[src/rtl/ps2_rx_fifo.sv]
`default_nettype none
// +-----------------------------------------------------------------------------+
// | ps2_rx_fifo : filtered PS/2 receiver, E0/F0 prefix decoder and FWFT FIFO    |
// | Revision    : 1.0                                                           |
// +-----------------------------------------------------------------------------+
module ps2_rx_fifo #(
    parameter int FILT_LEN    = 4,
    parameter int TIMEOUT_CYC = 50000,
    parameter int FIFO_DEPTH  = 8,
    parameter int FIFO_AW     = 3
) (
    input  logic               clk,
    input  logic               rst,
    input  logic               ps2k_clk,
    input  logic               ps2k_data,
    output logic [7:0]         code_byte,
    output logic               code_ext,
    output logic               code_brk,
    output logic               code_valid,
    input  logic               code_ready,
    output logic [FIFO_AW:0]   fifo_count,
    output logic               err_parity,
    output logic               err_frame,
    output logic               err_timeout,
    output logic               overflow,
    input  logic               clr_overflow
);
    localparam int FCW = $clog2(FILT_LEN + 1);
    localparam int TCW = $clog2(TIMEOUT_CYC + 1);
    localparam logic [FCW-1:0]   FILT_LAST = FCW'(FILT_LEN - 1);
    localparam logic [TCW-1:0]   TO_LAST   = TCW'(TIMEOUT_CYC - 1);
    localparam logic [FIFO_AW:0] DEPTH_CNT = (FIFO_AW + 1)'(FIFO_DEPTH);

    typedef enum logic [1:0] {S_IDLE, S_DATA, S_PARITY, S_STOP} state_t;

    logic [1:0] clk_sync;
    logic [1:0] data_sync;
    logic [1:0] sync_lvl;
    logic [1:0] filt_lvl;

    always_ff @(posedge clk) begin
        if (rst) begin
            clk_sync  <= 2'b11;
            data_sync <= 2'b11;
        end else begin
            clk_sync  <= {clk_sync[0], ps2k_clk};
            data_sync <= {data_sync[0], ps2k_data};
        end
    end

    assign sync_lvl = {data_sync[1], clk_sync[1]};

    // Bit 0 filters the PS/2 clock, bit 1 the PS/2 data line.
    for (genvar g = 0; g < 2; g++) begin : g_filt
        logic [FCW-1:0] cnt;
        logic           lvl;
        always_ff @(posedge clk) begin
            if (rst) begin
                cnt <= '0;
                lvl <= 1'b1;
            end else if (sync_lvl[g] == lvl) begin
                cnt <= '0;
            end else if (cnt == FILT_LAST) begin
                cnt <= '0;
                lvl <= sync_lvl[g];
            end else begin
                cnt <= cnt + 1'b1;
            end
        end
        assign filt_lvl[g] = lvl;
    end

    logic fclk_q;
    logic strobe;
    logic sdata;

    always_ff @(posedge clk) begin
        if (rst) fclk_q <= 1'b1;
        else     fclk_q <= filt_lvl[0];
    end

    assign strobe = fclk_q & ~filt_lvl[0];
    assign sdata  = filt_lvl[1];

    state_t         state, state_nxt;
    logic [2:0]     bit_cnt;
    logic [7:0]     shreg;
    logic           par_bit;
    logic [TCW-1:0] to_cnt;
    logic           to_hit;
    logic           frame_bad, parity_bad, byte_good;
    logic           byte_vld;

    // to_cnt equals the number of cycles elapsed since the last strobe cycle.
    assign to_hit      = (state != S_IDLE) && !strobe && (to_cnt == TO_LAST);
    assign err_timeout = to_hit;

    always_comb begin
        state_nxt  = state;
        frame_bad  = 1'b0;
        parity_bad = 1'b0;
        byte_good  = 1'b0;
        if (to_hit) begin
            state_nxt = S_IDLE;
        end else if (strobe) begin
            case (state)
                S_IDLE:   if (!sdata) state_nxt = S_DATA;
                S_DATA:   if (bit_cnt == 3'd7) state_nxt = S_PARITY;
                S_PARITY: state_nxt = S_STOP;
                S_STOP: begin
                    state_nxt = S_IDLE;
                    if (!sdata)                    frame_bad  = 1'b1;
                    else if (~^{shreg, par_bit})   parity_bad = 1'b1;
                    else                           byte_good  = 1'b1;
                end
                default:  state_nxt = S_IDLE;
            endcase
        end
    end

    always_ff @(posedge clk) begin
        if (rst) begin
            state      <= S_IDLE;
            bit_cnt    <= '0;
            shreg      <= '0;
            par_bit    <= 1'b0;
            to_cnt     <= '0;
            err_frame  <= 1'b0;
            err_parity <= 1'b0;
            byte_vld   <= 1'b0;
        end else begin
            state      <= state_nxt;
            err_frame  <= frame_bad;
            err_parity <= parity_bad;
            byte_vld   <= byte_good;
            if (strobe)                to_cnt <= TCW'(1);
            else if (state == S_IDLE)  to_cnt <= '0;
            else                       to_cnt <= to_cnt + 1'b1;
            if (strobe) begin
                case (state)
                    S_IDLE:   bit_cnt <= '0;
                    S_DATA: begin
                        shreg   <= {sdata, shreg[7:1]};
                        bit_cnt <= bit_cnt + 1'b1;
                    end
                    S_PARITY: par_bit <= sdata;
                    default:  ;
                endcase
            end
        end
    end

    logic ext_flag, brk_flag;
    logic is_e0, is_f0;
    logic push;

    assign is_e0 = (shreg == 8'hE0);
    assign is_f0 = (shreg == 8'hF0);
    assign push  = byte_vld && !is_e0 && !is_f0;

    always_ff @(posedge clk) begin
        if (rst) begin
            ext_flag <= 1'b0;
            brk_flag <= 1'b0;
        end else if (err_parity || err_frame || err_timeout) begin
            ext_flag <= 1'b0;
            brk_flag <= 1'b0;
        end else if (byte_vld) begin
            if (is_e0) begin
                ext_flag <= 1'b1;
            end else if (is_f0) begin
                brk_flag <= 1'b1;
            end else begin
                ext_flag <= 1'b0;
                brk_flag <= 1'b0;
            end
        end
    end

    logic [9:0]         mem [FIFO_DEPTH];
    logic [FIFO_AW-1:0] wr_ptr, rd_ptr;
    logic [FIFO_AW:0]   count;
    logic               full, pop, wr_en, drop;

    assign full       = (count == DEPTH_CNT);
    assign code_valid = (count != '0);
    assign pop        = code_valid & code_ready;
    // A pop in the same cycle frees the slot, so a push into a full FIFO still lands.
    assign wr_en      = push & (~full | pop);
    assign drop       = push & full & ~pop;

    always_ff @(posedge clk) begin
        if (wr_en) mem[wr_ptr] <= {ext_flag, brk_flag, shreg};
    end

    always_ff @(posedge clk) begin
        if (rst) begin
            wr_ptr   <= '0;
            rd_ptr   <= '0;
            count    <= '0;
            overflow <= 1'b0;
        end else begin
            if (wr_en) wr_ptr <= wr_ptr + 1'b1;
            if (pop)   rd_ptr <= rd_ptr + 1'b1;
            case ({wr_en, pop})
                2'b10:   count <= count + 1'b1;
                2'b01:   count <= count - 1'b1;
                default: count <= count;
            endcase
            if (drop)              overflow <= 1'b1;
            else if (clr_overflow) overflow <= 1'b0;
        end
    end

    assign {code_ext, code_brk, code_byte} = code_valid ? mem[rd_ptr] : 10'h000;
    assign fifo_count = count;

endmodule
`default_nettype wire

[config.mk]
export PLATFORM = sky130hd
export DESIGN_NAME = ps2_rx_fifo
export DESIGN_NICKNAME = d
export VERILOG_FILES = /design/src/rtl/ps2_rx_fifo.sv
export SDC_FILE = /design/constraint.sdc
export NUM_CORES = 1
export LEC_CHECK = 0
export CAP_MARGIN = 10
export CORE_MARGIN = 1.5
export CORE_UTILIZATION = 45
export DETAILED_ROUTE_END_ITERATION = 6
export SETUP_SLACK_MARGIN = 0.2
export SLEW_MARGIN = 10
export SYNTH_ARGS = -nofsm -noshare
export SYNTH_HDL_FRONTEND = slang
export SYNTH_SLANG_ARGS = --single-unit
export TNS_END_PERCENT = 30
[constraint.sdc]
create_clock -name clk -period 8.4 [get_ports clk]
set_clock_uncertainty 0.15 [all_clocks]
set_input_delay 1.68 -clock clk [delete_from_list [all_inputs] [get_ports clk]]
set_output_delay 1.68 -clock clk [all_outputs]
set_load 0.1 [all_outputs]
Word level (Yosys, flattened, before mapping)
Memory sizes are Yosys's and may differ from the RTL's. A register that Yosys moved wholly into a read port is not among the register bits.
Index checks and enable logic that the tools add are counted.

storage, ports and cells
  flip-flop bits (word level) = 59
  memory bits (writable) = 80
  input bits = 6
  output and inout bits = 19
  word-level logic and storage cells = 114
  memories kept = 1

operators by class
  add/subtract/negate cells = 8
  equal/unequal tests = 17
  mux-type cells = 20
  bitwise operators = 15
  reduce and logical (&&, ||, !) cells = 31

memory list
  memory  depth  bits a word  rd ports  clocked after Yosys merged registers in  wr ports  RTL line  text
  mem     8      10           1         1                                        1         180       logic [9:0] mem [FIFO_DEPTH];

operator list
  cell                                                 number
  adder 16 x 1 -> 16 bit, second input constant        1
  equality test 16 bit, second input constant          1
  equality test 8 bit, second input constant           2
  adder 3 x 1 -> 3 bit, second input constant          5
  AND reduction 2 bit                                  7
  2-to-1 mux 1 bit                                     12
  2-to-1 mux 10 bit                                    1
  NOT 1 bit                                            9
  OR reduction 3 bit                                   3
  XNOR reduction 9 bit                                 1
  one-hot mux 2 bit (4 select lines)                   1
  one-hot mux 4 bit (2 select lines)                   1
  nonzero test 2 bit                                   4
  equality test 2 bit, second input constant           3
  equality test 3 x 2 -> 1 bit, second input constant  2
  2-to-1 mux 3 bit                                     2
  inequality test 2 bit, second input constant         3
  one-hot mux 3 bit (2 select lines)                   1
  bitwise AND 1 bit                                    5
  OR reduction 5 bit                                   1
  adder 4 x 1 -> 4 bit, second input constant          1
  equality test 2 x 1 -> 1 bit, second input constant  2
  equality test 4 bit, second input constant           1
  logical AND 1 bit                                    4
  other kinds (12)                                     18

Depth between registers and ports, before layout
  depth after elaboration = 7
  depth in mapped cells = 12
  gate-level depth less buffers = 11

Least setup slack after synthesis
No wires, ideal clock.

  kind = flip-flop to output port
  from = reg to_cnt[6]
  to = out err_timeout
  arrival = 3.690 ns
  data required time = 6.570 ns
  setup slack = 2.880 ns
  stages on the path, launching flop included = 4
  buffers on the path = 0
  cell sequence = dfxtp_1 > nor4bb_1 > nand3_1 > nor4_1

between the ends
  longest elaborated chain between the ends = 2

RTL lines
  item                    RTL line  text
  start, declared         89        logic [TCW-1:0] to_cnt;
  start signal, assigned  138       else to_cnt <= to_cnt + 1'b1;
  equality test 16 bit    95        assign to_hit = (state != S_IDLE) && !strobe && (to_cnt == TO_LAST);
  logical AND 1 bit       95
  end, declared           24        output logic err_timeout,

Every way passes these cells.

==> results.yml <==
placement:
  io_buffers: 24
  dpl.hpwl_um: 6504
  place_congestion: 0.7776
floorplan:
  die_w_um: 116.1
  core_mm2: 0.01257
  die_area_mm2: 0.01349
  ios: 25
  dieHeight_um: 116.1
  rows: 41
  start_util_pct: 45.82
logic_synthesis:
  synthArstFlopShare_pct: 0
  postSynthAreaPerCell_um2: 13.52
  yosys.area_share.adder_pct: 3.606
  synth_area_mm2: 0.005759
  ys_seq_elements: 142
  synth_top_family_by_area: "simple AND/OR/NAND/NOR gates"
  yosys-top-cells-area: "edfxtp_1 42%, dfxtp_1 22%, mux4_2 7.8%"
  synth_top_cell_by_area: "edfxtp_1"
  yosys.area_share.xor_xnor_pct: 4.562
  ys_dominant_reg_cell: "edfxtp_1"
  yosys.area.top_type_share_pct: 41.71
  syn_nets: 448
  yosys.area_share.simple_pct: 12.47
  seq_area_frac_synth_pct: 63.26
  ys_types: 49
  synth-compound-area-share_pct: 2.716
  synthMuxAreaShare_pct: 11.19
  synth_cells: 426
  synth-edff-count: 80
  ys_warn_count: 0
cts:
  clock-root-buffer: "clkbuf_16"
  ctsResizeCount: 0
  clk_pin_slew_ps: 60
  numCtsBuffers: 17
  clock_sinks: 142
  clock_path_buffers: 2
  clk_latency_ps: 410
  cts_tree: "yes"
  htreeDepth: 4
  post_cts_buffers: 0
  cts-hold-fix-buffers: 0
setup_path:
  r2r-start: "fifo_count[1]$_SDFFE_PP0P_"
  crit_path_cell_trace: "buf_4 -> mux4_2 -> mux2i_1 -> nor2_1 -> clkdlybuf4s50_1"
  path_class: "reg -> out"
  cp.buffers_inverters: 2
  critPathMaxFanout: 11
  worstPathRequired_ps: 6570
  end_kind: "primary output"
  cp.arrival_ps: 3330
  cpMaxStageDelayCell: "clkdlybuf4s50_1"
  critPathMaxStageDelay_ps: 990
  startpoint_type: "register"
  critPathTopFamily: "buffers and inverters"
pwr:
  pwr-share-comb_pct: 26.9
  p_switching_mw: 0.6847
  pwr-share-seq_pct: 36.3
  intPower_mw: 1.416
  irDropWorstVdd_mv: 0.1627
  leakagePower_nw: 2.285
  power_density_mw_per_mm2: 307.9
  p_clk_share_pct: 36.7
  swShare_pct: 32.59
  p_total_mw: 2.101
drt:
  dr_wl_met2_um: 4924
  dr_wl_met3_um: 355
  firstDrtPassIters: 4
  vias: 3245
  drt_iter0_markers: 168
  totalWireLength_um: 9913
  routed.top_layer: "met4"
  drc: 0
  wire_per_inst_um: 15.39
  avgViaCountPerCell: 5.039
  ant_nets: 0
  met1_length_um: 4504
layout:
  drive_gt1_share_pct: 14.83
  layout_commonest_cell: "edfxtp_1"
  fin_nets: 481
  regArea_mm2: 0.003643
  fill_cells: 1084
  most-common-layout-cells: "80 x edfxtp_1, 62 x dfxtp_1, 57 x nor2_1, 32 x nand2_1, 24 x clkdlybuf4s50_1"
  multiInputGateArea_mm2: 0.002004
  insertedDiodeCount: 0
  areaGrowthSynthToFinish_pct: 18.44
timing:
  hold_violations: 0
  fin_setup_tns_ps: 0
  finalMaxSlewViolations: 0
  fmaxAchievable_ghz: 0.1940
  tightest_slew_ps: 1132
  min_period_ps: 5155
  finalCritPeriodShare_pct: 61.37
  setup_viol: 0
  relSlewSlack_pct: 24.24
  rsz0062_at_grt: "no"
min_path:
  hold_class: "reg -> reg"
  hp-start: "clk_sync[0]$_SDFF_PP1_"
global_route:
  grt_overflow: 0
  grt_pass1_vias: 3211
  antenna_found_initial: 0
  grt_pass1_wl_um: 16250
  grt.total_usage_pct: 16.38
  grt_max_degree: 37
status:
  status: "complete, no violations"
flow_run:
  drv_cap: 0
-- registers in the layout (all words and copies together) (netlist names), named ones only --
signal      count
bit_cnt         3
brk_flag        1
byte_vld        1
clk_sync        2
data_sync       2
err_frame       1
err_parity      1
ext_flag        1
fclk_q          1
fifo_count      4
g_filt.cnt      6
g_filt.lvl      2
mem            80
overflow        1
par_bit         1
rd_ptr          3
shreg           8
state           2
to_cnt         16
wr_ptr          3
-- worst paths after layout --
check | to | cells past startpoint | slack [ps]
hold / removal | clk_sync[1]$_SDFF_PP1_ | 1 | 270
setup / recovery | code_ext | 5 | 3240
hold reg to reg | clk_sync[1]$_SDFF_PP1_ | 1 | 270
setup reg to reg | fifo_count[3]$_SDFFE_PP0P_ | 11 | 5200
-- layout make-up --
type                       instances  area share [%]
sequential                       142           53.41
multi-input combinational        253           29.38
clock buffer                      21           6.603
timing repair buffer              30           4.182
tap                              172           3.155
clock inverter                    11           2.439
inverter                          15          0.8254
-- logic make-up (layout without fill, tap and decap cells) --
group,count (synthesis),after routing
AOI/OAI and AO/OA,24,24
and+or+nand+nor,145,145
adders and majority gates,16,16
buffers and inverters,31,77
DFF,142,142
xor gates and xnor gates,30,30
muxes,38,38
-- cells in the mapped netlist, drive strengths merged, types with 3 or more instances --
cell type / instances
nand3: 10
nand2: 32
and4: 4
nand2b: 3
edfxtp: 80
clkbuf: 12
dfxtp: 62
nor3: 6
mux2i: 17
or3: 4
xnor2: 16
buf: 4
a21oi: 15
inv: 15
nor2: 58
a22oi: 3
xor2: 14
nor2b: 5
mux4: 20
ha: 15
and2: 4
or2: 5
-- per-stage QoR --
stage / instance area, µm² / utilization (%) / setup WS (ps) / hold slack [ps] / instances
floorplan: 5759 / - / 2880 / 239.5 / 426
global placement: 6205 / 49.37 / 3609 / 250.4 / 612
detailed placement: 6205 / 49.37 / 3588 / 250.8 / 612
CTS: 6822 / 54.28 / 3148 / 268.2 / 644
global route: 6822 / 54.28 / 3021 / 291.5 / 644
finish: 6822 / 54.28 / 3245 / 265.8 / 644
-- routing by layer --
| layer | vias to the layer above | track usage, % |
|---|---|---|
| met3 | 15 | 4.670 |
| li1 | 1590 | - |
| met4 | 0 | 6.829 |
| met5 | - | 0 |
| met2 | 50 | 26.75 |
| met1 | 1590 | 20.62 |
-- power groups by stage --
stage / registers (mW) / logic (mW) / clock network [mW]
finish: 0.763 / 0.566 / 0.772
global route: 0.768 / 0.592 / 0.819
CTS: 0.764 / 0.572 / 0.789
detailed placement: 0.779 / 0.571 / 0
global placement: 0.779 / 0.568 / 0
floorplan: 0.801 / 0.440 / 0
No activity file was read; power rests on OpenSTA's default activity.
